===== config.mk =====
export PLATFORM = sky130hd
export DESIGN_NAME = hog_result_reader
export DESIGN_NICKNAME = d
export VERILOG_FILES = /design/src/rtl/hog_result_reader_pkg.sv /design/src/rtl/hog_result_reader_fifo.sv /design/src/rtl/hog_result_reader.sv
export SDC_FILE = /design/constraint.sdc
export NUM_CORES = 1
export LEC_CHECK = 0
export ABC_AREA = 1
export CORE_MARGIN = 1.5
export CORE_UTILIZATION = 50
export CTS_CLUSTER_DIAMETER = 120
export DETAILED_ROUTE_END_ITERATION = 8
export PLACE_DENSITY = 0.74
export SLEW_MARGIN = 15
export SYNTH_ARGS = -nofsm -noshare
export SYNTH_HDL_FRONTEND = slang
export SYNTH_SLANG_ARGS = --single-unit

===== constraint.sdc =====
create_clock -name aclk -period 1.9 [get_ports aclk]
set_clock_uncertainty 0.2 [all_clocks]
set_input_delay 0.38 -clock aclk [delete_from_list [all_inputs] [get_ports aclk]]
set_output_delay 0.38 -clock aclk [all_outputs]
set_load 0.005 [all_outputs]

===== src/rtl/hog_result_reader_pkg.sv =====
// Shared definitions for the HOG result-bank readback engine: FSM encoding,
// bank packing order and the subsystem's default bank geometry.
package hog_result_reader_pkg;

    localparam int DEFAULT_RAM_AW = 17;
    localparam int DEFAULT_QN     = 8;
    localparam int NUM_BANKS      = 4;

    // Bank 0 occupies the least-significant byte lane of the packed word.
    localparam bit BANK0_IN_LSB = 1'b1;

    typedef enum logic [1:0] {
        ST_IDLE  = 2'd0,
        ST_ISSUE = 2'd1,
        ST_DRAIN = 2'd2,
        ST_FIN   = 2'd3
    } state_e;

    function automatic int bank_lane(input int bank);
        return BANK0_IN_LSB ? bank : (NUM_BANKS - 1 - bank);
    endfunction

endpackage


===== src/rtl/hog_result_reader_fifo.sv =====
// First-word-fall-through FIFO with occupancy count; the head entry is
// visible on rd_data_o whenever empty_o is low.
module hog_res_fifo #(
    parameter int WIDTH = 33,
    parameter int DEPTH = 4
) (
    input  logic             clk_i,
    input  logic             rst_ni,
    input  logic             wr_en_i,
    input  logic [WIDTH-1:0] wr_data_i,
    input  logic             rd_en_i,
    output logic [WIDTH-1:0] rd_data_o,
    output logic             empty_o,
    output logic [$clog2(DEPTH+1)-1:0] count_o
);

    localparam int AW = (DEPTH > 1) ? $clog2(DEPTH) : 1;
    localparam int CW = $clog2(DEPTH + 1);

    logic [WIDTH-1:0] mem_q [DEPTH];
    logic [AW-1:0]    wr_ptr_q;
    logic [AW-1:0]    rd_ptr_q;
    logic [CW-1:0]    count_q;
    logic             do_rd;

    // Writers never exceed capacity, so no full check is applied on write.
    assign do_rd = rd_en_i && (count_q != '0);

    always_ff @(posedge clk_i or negedge rst_ni) begin
        if (!rst_ni) begin
            for (int i = 0; i < DEPTH; i++) begin
                mem_q[i] <= '0;
            end
            wr_ptr_q <= '0;
            rd_ptr_q <= '0;
            count_q  <= '0;
        end else begin
            if (wr_en_i) begin
                mem_q[wr_ptr_q] <= wr_data_i;
                wr_ptr_q        <= wr_ptr_q + AW'(1);
            end
            if (do_rd) begin
                rd_ptr_q <= rd_ptr_q + AW'(1);
            end
            count_q <= count_q + CW'(wr_en_i) - CW'(do_rd);
        end
    end

    assign rd_data_o = mem_q[rd_ptr_q];
    assign empty_o   = (count_q == '0);
    assign count_o   = count_q;

endmodule


===== src/rtl/hog_result_reader.sv =====
// Sweeps the four result BRAM banks, packs one byte per bank into a word and
// streams the words out with valid/ready flow control and a last marker.
module hog_result_reader
    import hog_result_reader_pkg::*;
#(
    parameter int RAM_AW     = DEFAULT_RAM_AW,
    parameter int QN         = DEFAULT_QN,
    parameter int RD_LAT     = 1,
    parameter int FIFO_DEPTH = 4
) (
    input  logic                    aclk,
    input  logic                    arest_n,
    input  logic                    start,
    input  logic [RAM_AW-1:0]       base_addr,
    input  logic [RAM_AW:0]         rd_len,
    output logic                    res_enb,
    output logic [RAM_AW-1:0]       res_addrb,
    input  logic [QN-1:0]           res_doutb_0,
    input  logic [QN-1:0]           res_doutb_1,
    input  logic [QN-1:0]           res_doutb_2,
    input  logic [QN-1:0]           res_doutb_3,
    output logic [NUM_BANKS*QN-1:0] m_tdata,
    output logic                    m_tvalid,
    input  logic                    m_tready,
    output logic                    m_tlast,
    output logic                    busy,
    output logic                    done
);

    localparam int DW = NUM_BANKS * QN;
    localparam int CW = $clog2(FIFO_DEPTH + 1);
    localparam int IW = $clog2(RD_LAT + 1);

    state_e            state_q, state_d;
    logic [RAM_AW-1:0] addr_q, addr_d;
    logic [RAM_AW:0]   rem_q, rem_d;
    logic [RD_LAT-1:0] vld_q, last_q;
    logic [IW-1:0]     inflight;
    logic [CW-1:0]     fifo_count;
    logic              fifo_empty;
    logic              credit_ok;
    logic              issue, issue_last, capture, pop, out_last;
    logic [DW-1:0]     packed_data, out_data;
    logic [QN-1:0]     bank_data [NUM_BANKS];

    assign bank_data[0] = res_doutb_0;
    assign bank_data[1] = res_doutb_1;
    assign bank_data[2] = res_doutb_2;
    assign bank_data[3] = res_doutb_3;

    always_comb begin
        packed_data = '0;
        for (int k = 0; k < NUM_BANKS; k++) begin
            packed_data[bank_lane(k)*QN +: QN] = bank_data[k];
        end
    end

    always_comb begin
        inflight = '0;
        for (int i = 0; i < RD_LAT; i++) begin
            inflight = inflight + IW'(vld_q[i]);
        end
    end

    // Reserve a FIFO slot for every outstanding read so captured data always fits.
    assign credit_ok  = (32'(fifo_count) + 32'(inflight)) < 32'(FIFO_DEPTH);
    assign issue      = (state_q == ST_ISSUE) && credit_ok;
    assign issue_last = (rem_q == (RAM_AW+1)'(1));
    assign capture    = vld_q[RD_LAT-1];
    assign pop        = !fifo_empty && m_tready;

    always_ff @(posedge aclk or negedge arest_n) begin
        if (!arest_n) begin
            state_q <= ST_IDLE;
            addr_q  <= '0;
            rem_q   <= '0;
        end else begin
            state_q <= state_d;
            addr_q  <= addr_d;
            rem_q   <= rem_d;
        end
    end

    // The enable pipeline mirrors the bank read latency; its tail marks valid bank data.
    always_ff @(posedge aclk or negedge arest_n) begin
        if (!arest_n) begin
            vld_q  <= '0;
            last_q <= '0;
        end else begin
            vld_q[0]  <= issue;
            last_q[0] <= issue && issue_last;
            for (int i = 1; i < RD_LAT; i++) begin
                vld_q[i]  <= vld_q[i-1];
                last_q[i] <= last_q[i-1];
            end
        end
    end

    always_comb begin
        state_d = state_q;
        addr_d  = addr_q;
        rem_d   = rem_q;
        case (state_q)
            ST_IDLE: begin
                if (start) begin
                    addr_d  = base_addr;
                    rem_d   = rd_len;
                    state_d = (rd_len == '0) ? ST_FIN : ST_ISSUE;
                end
            end
            ST_ISSUE: begin
                if (issue) begin
                    addr_d = addr_q + RAM_AW'(1);
                    rem_d  = rem_q - (RAM_AW+1)'(1);
                    if (issue_last) begin
                        state_d = ST_DRAIN;
                    end
                end
            end
            ST_DRAIN: begin
                if (pop && out_last) begin
                    state_d = ST_FIN;
                end
            end
            ST_FIN: begin
                state_d = ST_IDLE;
            end
            default: begin
                state_d = ST_IDLE;
            end
        endcase
    end

    always_comb begin
        res_enb   = issue;
        res_addrb = addr_q;
        busy      = (state_q != ST_IDLE);
        done      = (state_q == ST_FIN);
        m_tvalid  = !fifo_empty;
        m_tdata   = out_data;
        m_tlast   = out_last;
    end

    hog_res_fifo #(
        .WIDTH (DW + 1),
        .DEPTH (FIFO_DEPTH)
    ) u_fifo (
        .clk_i     (aclk),
        .rst_ni    (arest_n),
        .wr_en_i   (capture),
        .wr_data_i ({last_q[RD_LAT-1], packed_data}),
        .rd_en_i   (pop),
        .rd_data_o ({out_last, out_data}),
        .empty_o   (fifo_empty),
        .count_o   (fifo_count)
    );

endmodule

==> results of run 1 <==
## path summary, 6_finish.rpt
kind                       cells past startpoint                from                 to  slack (ns)
max                                            7  u_fifo.rd_ptr_q[0]         m_tdata[6]       -0.39
max in group asynchronous                      3             arest_n      res_addrb[11]        0.76
max reg2reg                                    9   u_fifo.count_o[2]  u_fifo.count_o[1]       -0.25
min in group aclk                              2    u_fifo.mem_q[35]   u_fifo.mem_q[35]        0.29
min                                            2             arest_n   u_fifo.mem_q[71]        0.18
min reg2reg                                    2    u_fifo.mem_q[35]   u_fifo.mem_q[35]        0.29
## synth_stat cells
library cell / n
sky130_fd_sc_hd__nand3_1: 44
sky130_fd_sc_hd__nor3_1: 2
sky130_fd_sc_hd__nor2_1: 138
sky130_fd_sc_hd__clkbuf_1: 38
sky130_fd_sc_hd__buf_6: 3
sky130_fd_sc_hd__a21boi_0: 1
sky130_fd_sc_hd__nand3_2: 3
sky130_fd_sc_hd__o21ai_1: 1
sky130_fd_sc_hd__nand4_1: 9
sky130_fd_sc_hd__or2_2: 7
sky130_fd_sc_hd__o211ai_1: 1
sky130_fd_sc_hd__o21ai_2: 3
sky130_fd_sc_hd__nand2_1: 352
sky130_fd_sc_hd__dfrtp_1: 178
sky130_fd_sc_hd__fa_1: 1
sky130_fd_sc_hd__o21ai_0: 215
sky130_fd_sc_hd__nor2_2: 3
sky130_fd_sc_hd__ha_1: 15
sky130_fd_sc_hd__o22ai_1: 32
sky130_fd_sc_hd__a21boi_1: 1
sky130_fd_sc_hd__xor2_1: 6
sky130_fd_sc_hd__buf_2: 18
sky130_fd_sc_hd__inv_1: 83
sky130_fd_sc_hd__buf_1: 4
sky130_fd_sc_hd__buf_4: 1
sky130_fd_sc_hd__xnor2_1: 1
sky130_fd_sc_hd__inv_2: 1
sky130_fd_sc_hd__nand3b_1: 4
sky130_fd_sc_hd__nand2_2: 1
sky130_fd_sc_hd__a21oi_1: 3
## power groups by stage
stage                     Sequential (mW)  Combinational [mW]  Clock [mW]
final                                7.04                12.9        3.12
after global routing                 7.23                14.2        3.33
after CTS                            6.90                11.6        3.16
after detailed placement             6.99                9.81           0
after global placement               6.95                9.55           0
after floorplan                      6.71                5.85           0
## worst reg2reg max path, delay by kind of cell, from the launching register on
family          cells  cell delay (ns)
compound gates      1             0.07
buf+inv             4             0.25
fa+ha+maj           3             1.01
flops               1             0.40
simple gates        1             0.11
## state kept, by name (all words and copies together) (netlist names)
name             count
u_fifo.count_o       3
last_q               1
u_fifo.rd_ptr_q      2
u_fifo.mem_q       132
capture              1
u_fifo.wr_ptr_q      2
rem_q               18
res_addrb           17
state_q              2
## metal layers
layer / vias up / global-route usage (%) / wire length (um)
li1: 4142 / - / -
met1: 4084 / 34.18 / 10210
met2: 336 / 43.41 / 12110
met3: 59 / 4.556 / 1427
met4: 0 / 9.456 / 616
met5: - / 0 / 0
## stage by stage
| stage | setup WS [ns] | total power, mW |
|---|---|---|
| 2_1_floorplan | -0.06058 | 12.56 |
| 3_3_place_gp | -0.4171 | 16.49 |
| 3_5_place_dp | -0.4499 | 16.80 |
| 4_1_cts | -0.3809 | 21.68 |
| 5_1_grt | -0.4593 | 24.73 |
| 6_report | -0.3896 | 23.02 |
## cell type report
cell class / instances / area (sq um)
well taps: 225 / 281.5
inverters: 84 / 332.8
multi-input cells: 844 / 4347
repair buffers: 220 / 2367
clock inverters: 8 / 56.30
fillers: 1342 / 5052
clock buffers: 23 / 457.9
flip-flops and latches: 178 / 4462
## logic make-up (layout without fill, tap and decap cells)
kind of cell	count (synthesis)	after routing	share of synthesized area (%)
DFF	178	178	49.89
adders and majority gates	16	16	2.327
and+or+nand+nor	563	564	25.26
buffers and inverters	148	335	6.769
AOI/OAI and AO/OA	257	257	15.07
xor gates and xnor gates	7	7	0.6868
## timing repair
action / 4_1_cts / 5_1_grt
gates resized for setup: 262 / 141
pin swaps: 28 / 42
buffers inserted: 39 / 6
endpoints found under the hold margin: 178 / 0
hold buffers: 1 / 0
cloned: 9 / 5
setup endpoints to repair: 62 / 86
==> out/results.txt, run 1 <==
Cells with a size suffix above 1 make up 21.44% of the layout. For this run, the post-layout net count is 1,432. The flow ran to the end, but the final reports show violations.

The count of vias placed by the detailed router was 8,621; the power density relative to cell area was 1871 mW/mm^2. STA classifies the critical path endpoint as an output pin. In this run the worst path has a maximum fanout of 9.

For the CTS H-tree depth, the log shows 4. The most area-hungry cell type in the Yosys netlist was sky130_fd_sc_hd__dfrtp_1. In this run, the number of DRC markers left after iteration 0 of detailed routing was 650. Detail-routed net length per standard cell: 15.40 um.

The flip-flop and latch count after synthesis is 178, and the count of standard-cell rows is 48. The final reports fail on negative setup slack. The setup path with the least slack is of type reg -> out. Hold is met by 0.1820 ns. Clock-pin slew was measured on the worst setup and hold paths at 0.06 ns. For the pin with the worst max-slew slack, the measured transition is 0.3377 ns.

The tightest min-delay check is of the in -> async type. Including well taps, the total number of placed cells is 1,500. The relative slew slack is 77.40%. By area the synthesized netlist is led by sky130_fd_sc_hd__dfrtp_1 (50%), sky130_fd_sc_hd__nand2_1 (15%), sky130_fd_sc_hd__o21ai_0 (12%). The finished cells cover 0.01230 sq mm. For this run, the total global-route usage over all layers was measured as 26.07%. In the final timing run, aggregate negative setup slack is -13.47 ns. The congestion estimate from routability-driven global placement came to 0.9137. The tools report the count of synthesis-stage warnings from yosys as 0. TritonCTS built the clock tree. The logs give 0 for the number of routed nets with antenna violations and 0.001287 V for the worst ir drop on vdd.

The commonest non-fill, non-tap cell in the layout was sky130_fd_sc_hd__nand2_1. Sequential elements use 49.89% of the synthesized area. The wire length reported by the detailed router was 24.37 mm. In the layout the commonest cells are sky130_fd_sc_hd__nand2_1 (318), sky130_fd_sc_hd__dfrtp_1 (172), sky130_fd_sc_hd__o21ai_0 (147).

Net switching is 41.47% of the power. The share of the synthesized area in the top cell type was 49.89%. For the part of the total power dissipated in sequential elements, the log shows 30.6%. The post-route fraction of the period consumed by the critical path came out at 120.5%. Walking the worst path, the cells encountered are clkinv_4, buf_12, buf_8, buf_16, o21ai_2, o22ai_1, buf_2. The starting density of the core was 51.43%. The family with the most delay on the worst path was buffers and inverters. Measured along the y axis, the die boundary spans 136.6 um.

In this run the power spent charging and discharging nets is 9.545 mW. Number of max-slew violations in the final report: 0. Synthesis produced 1,169 cells. Number of buffers inserted by port buffering: 124. The via count of the first global-routing pass is 7,939. The first-pass GRT wire length was 38.34 mm; the detail-routed via count per cell was 5.449. The initial antenna violation count was 0. STA classifies the critical path startpoint as a flip-flop. In this run, CTS created clock tree buffers numbering 17. Setup repair after global routing could not meet its margin everywhere. The post-place instance area is 0.01069 sq mm, and the total setup violations reported at the end of the flow is 73. After global routing the overflow that remains totals 0.

The cell at the slowest stage of the critical path was sky130_fd_sc_hd__dfrtp_2. The run gives 51 as the maximum number of pins on one net before global-route repair. The number of unique standard cell types used by synthesis was 30; the width of the die was 136.6 um. The clock network accounts for 13.6% of the total power.

The run gives 0.4368 GHz as the fmax. The die covers 0.01867 sq mm. The run gives 0.008927 sq mm as the mapped cell area.

The number of nets in the synthesized netlist is 1,256. The share of total power dissipated in combinational logic is 55.9%. The tools report the cell at the root of the clock tree as sky130_fd_sc_hd__clkbuf_16. The logs give 1.71 ns for the critical path data arrival time and 0 for the number of antenna cells inserted. Average cell area after synthesis: 7.637 sq um. Counting along the longest clock path gives a buffer depth of 2. For the cell leakage power, the log shows 6.056 nW. For this run, the share of the core covered by cells in the final layout is 70.89%. The minimum setup slack in the final design was -0.3896 ns. Leaving out filler cells and counting taps, the final layout contains 1,582. The logs give 0 for the max-capacitance violation count and 125 for the boundary pin count. The logs give 13.47 mW for the cell-internal power and 178 for the number of clock sinks seen by CTS. The tools report the number of hold violations in the final report as 0.

The data required time at the worst endpoint is 1.32 ns. The time the final worst path needs with I/O delays and setup came out at 2.290 ns. The area growth from synthesis to layout is 37.83%. The number of buffers and inverters on the critical path is 5.

The detailed-placement wirelength estimate is 14.34 mm, and the first-pass iteration count of the detailed router is 6. The area of the core region is 0.01736 sq mm. The tools report the DRC violations left as 0. The largest single stage delay on the critical path is 0.44 ns.

The latest clock arrival within the worst-skew pair was 0.43 ns.
Power figures use the tool's default switching activity.
==> run 2: changes to the inputs <==
Settings changed: CAP_MARGIN from default to 20.
==> results of run 2 <==
Same layout as run 1: the final DEF is identical, and so are final timing and power.
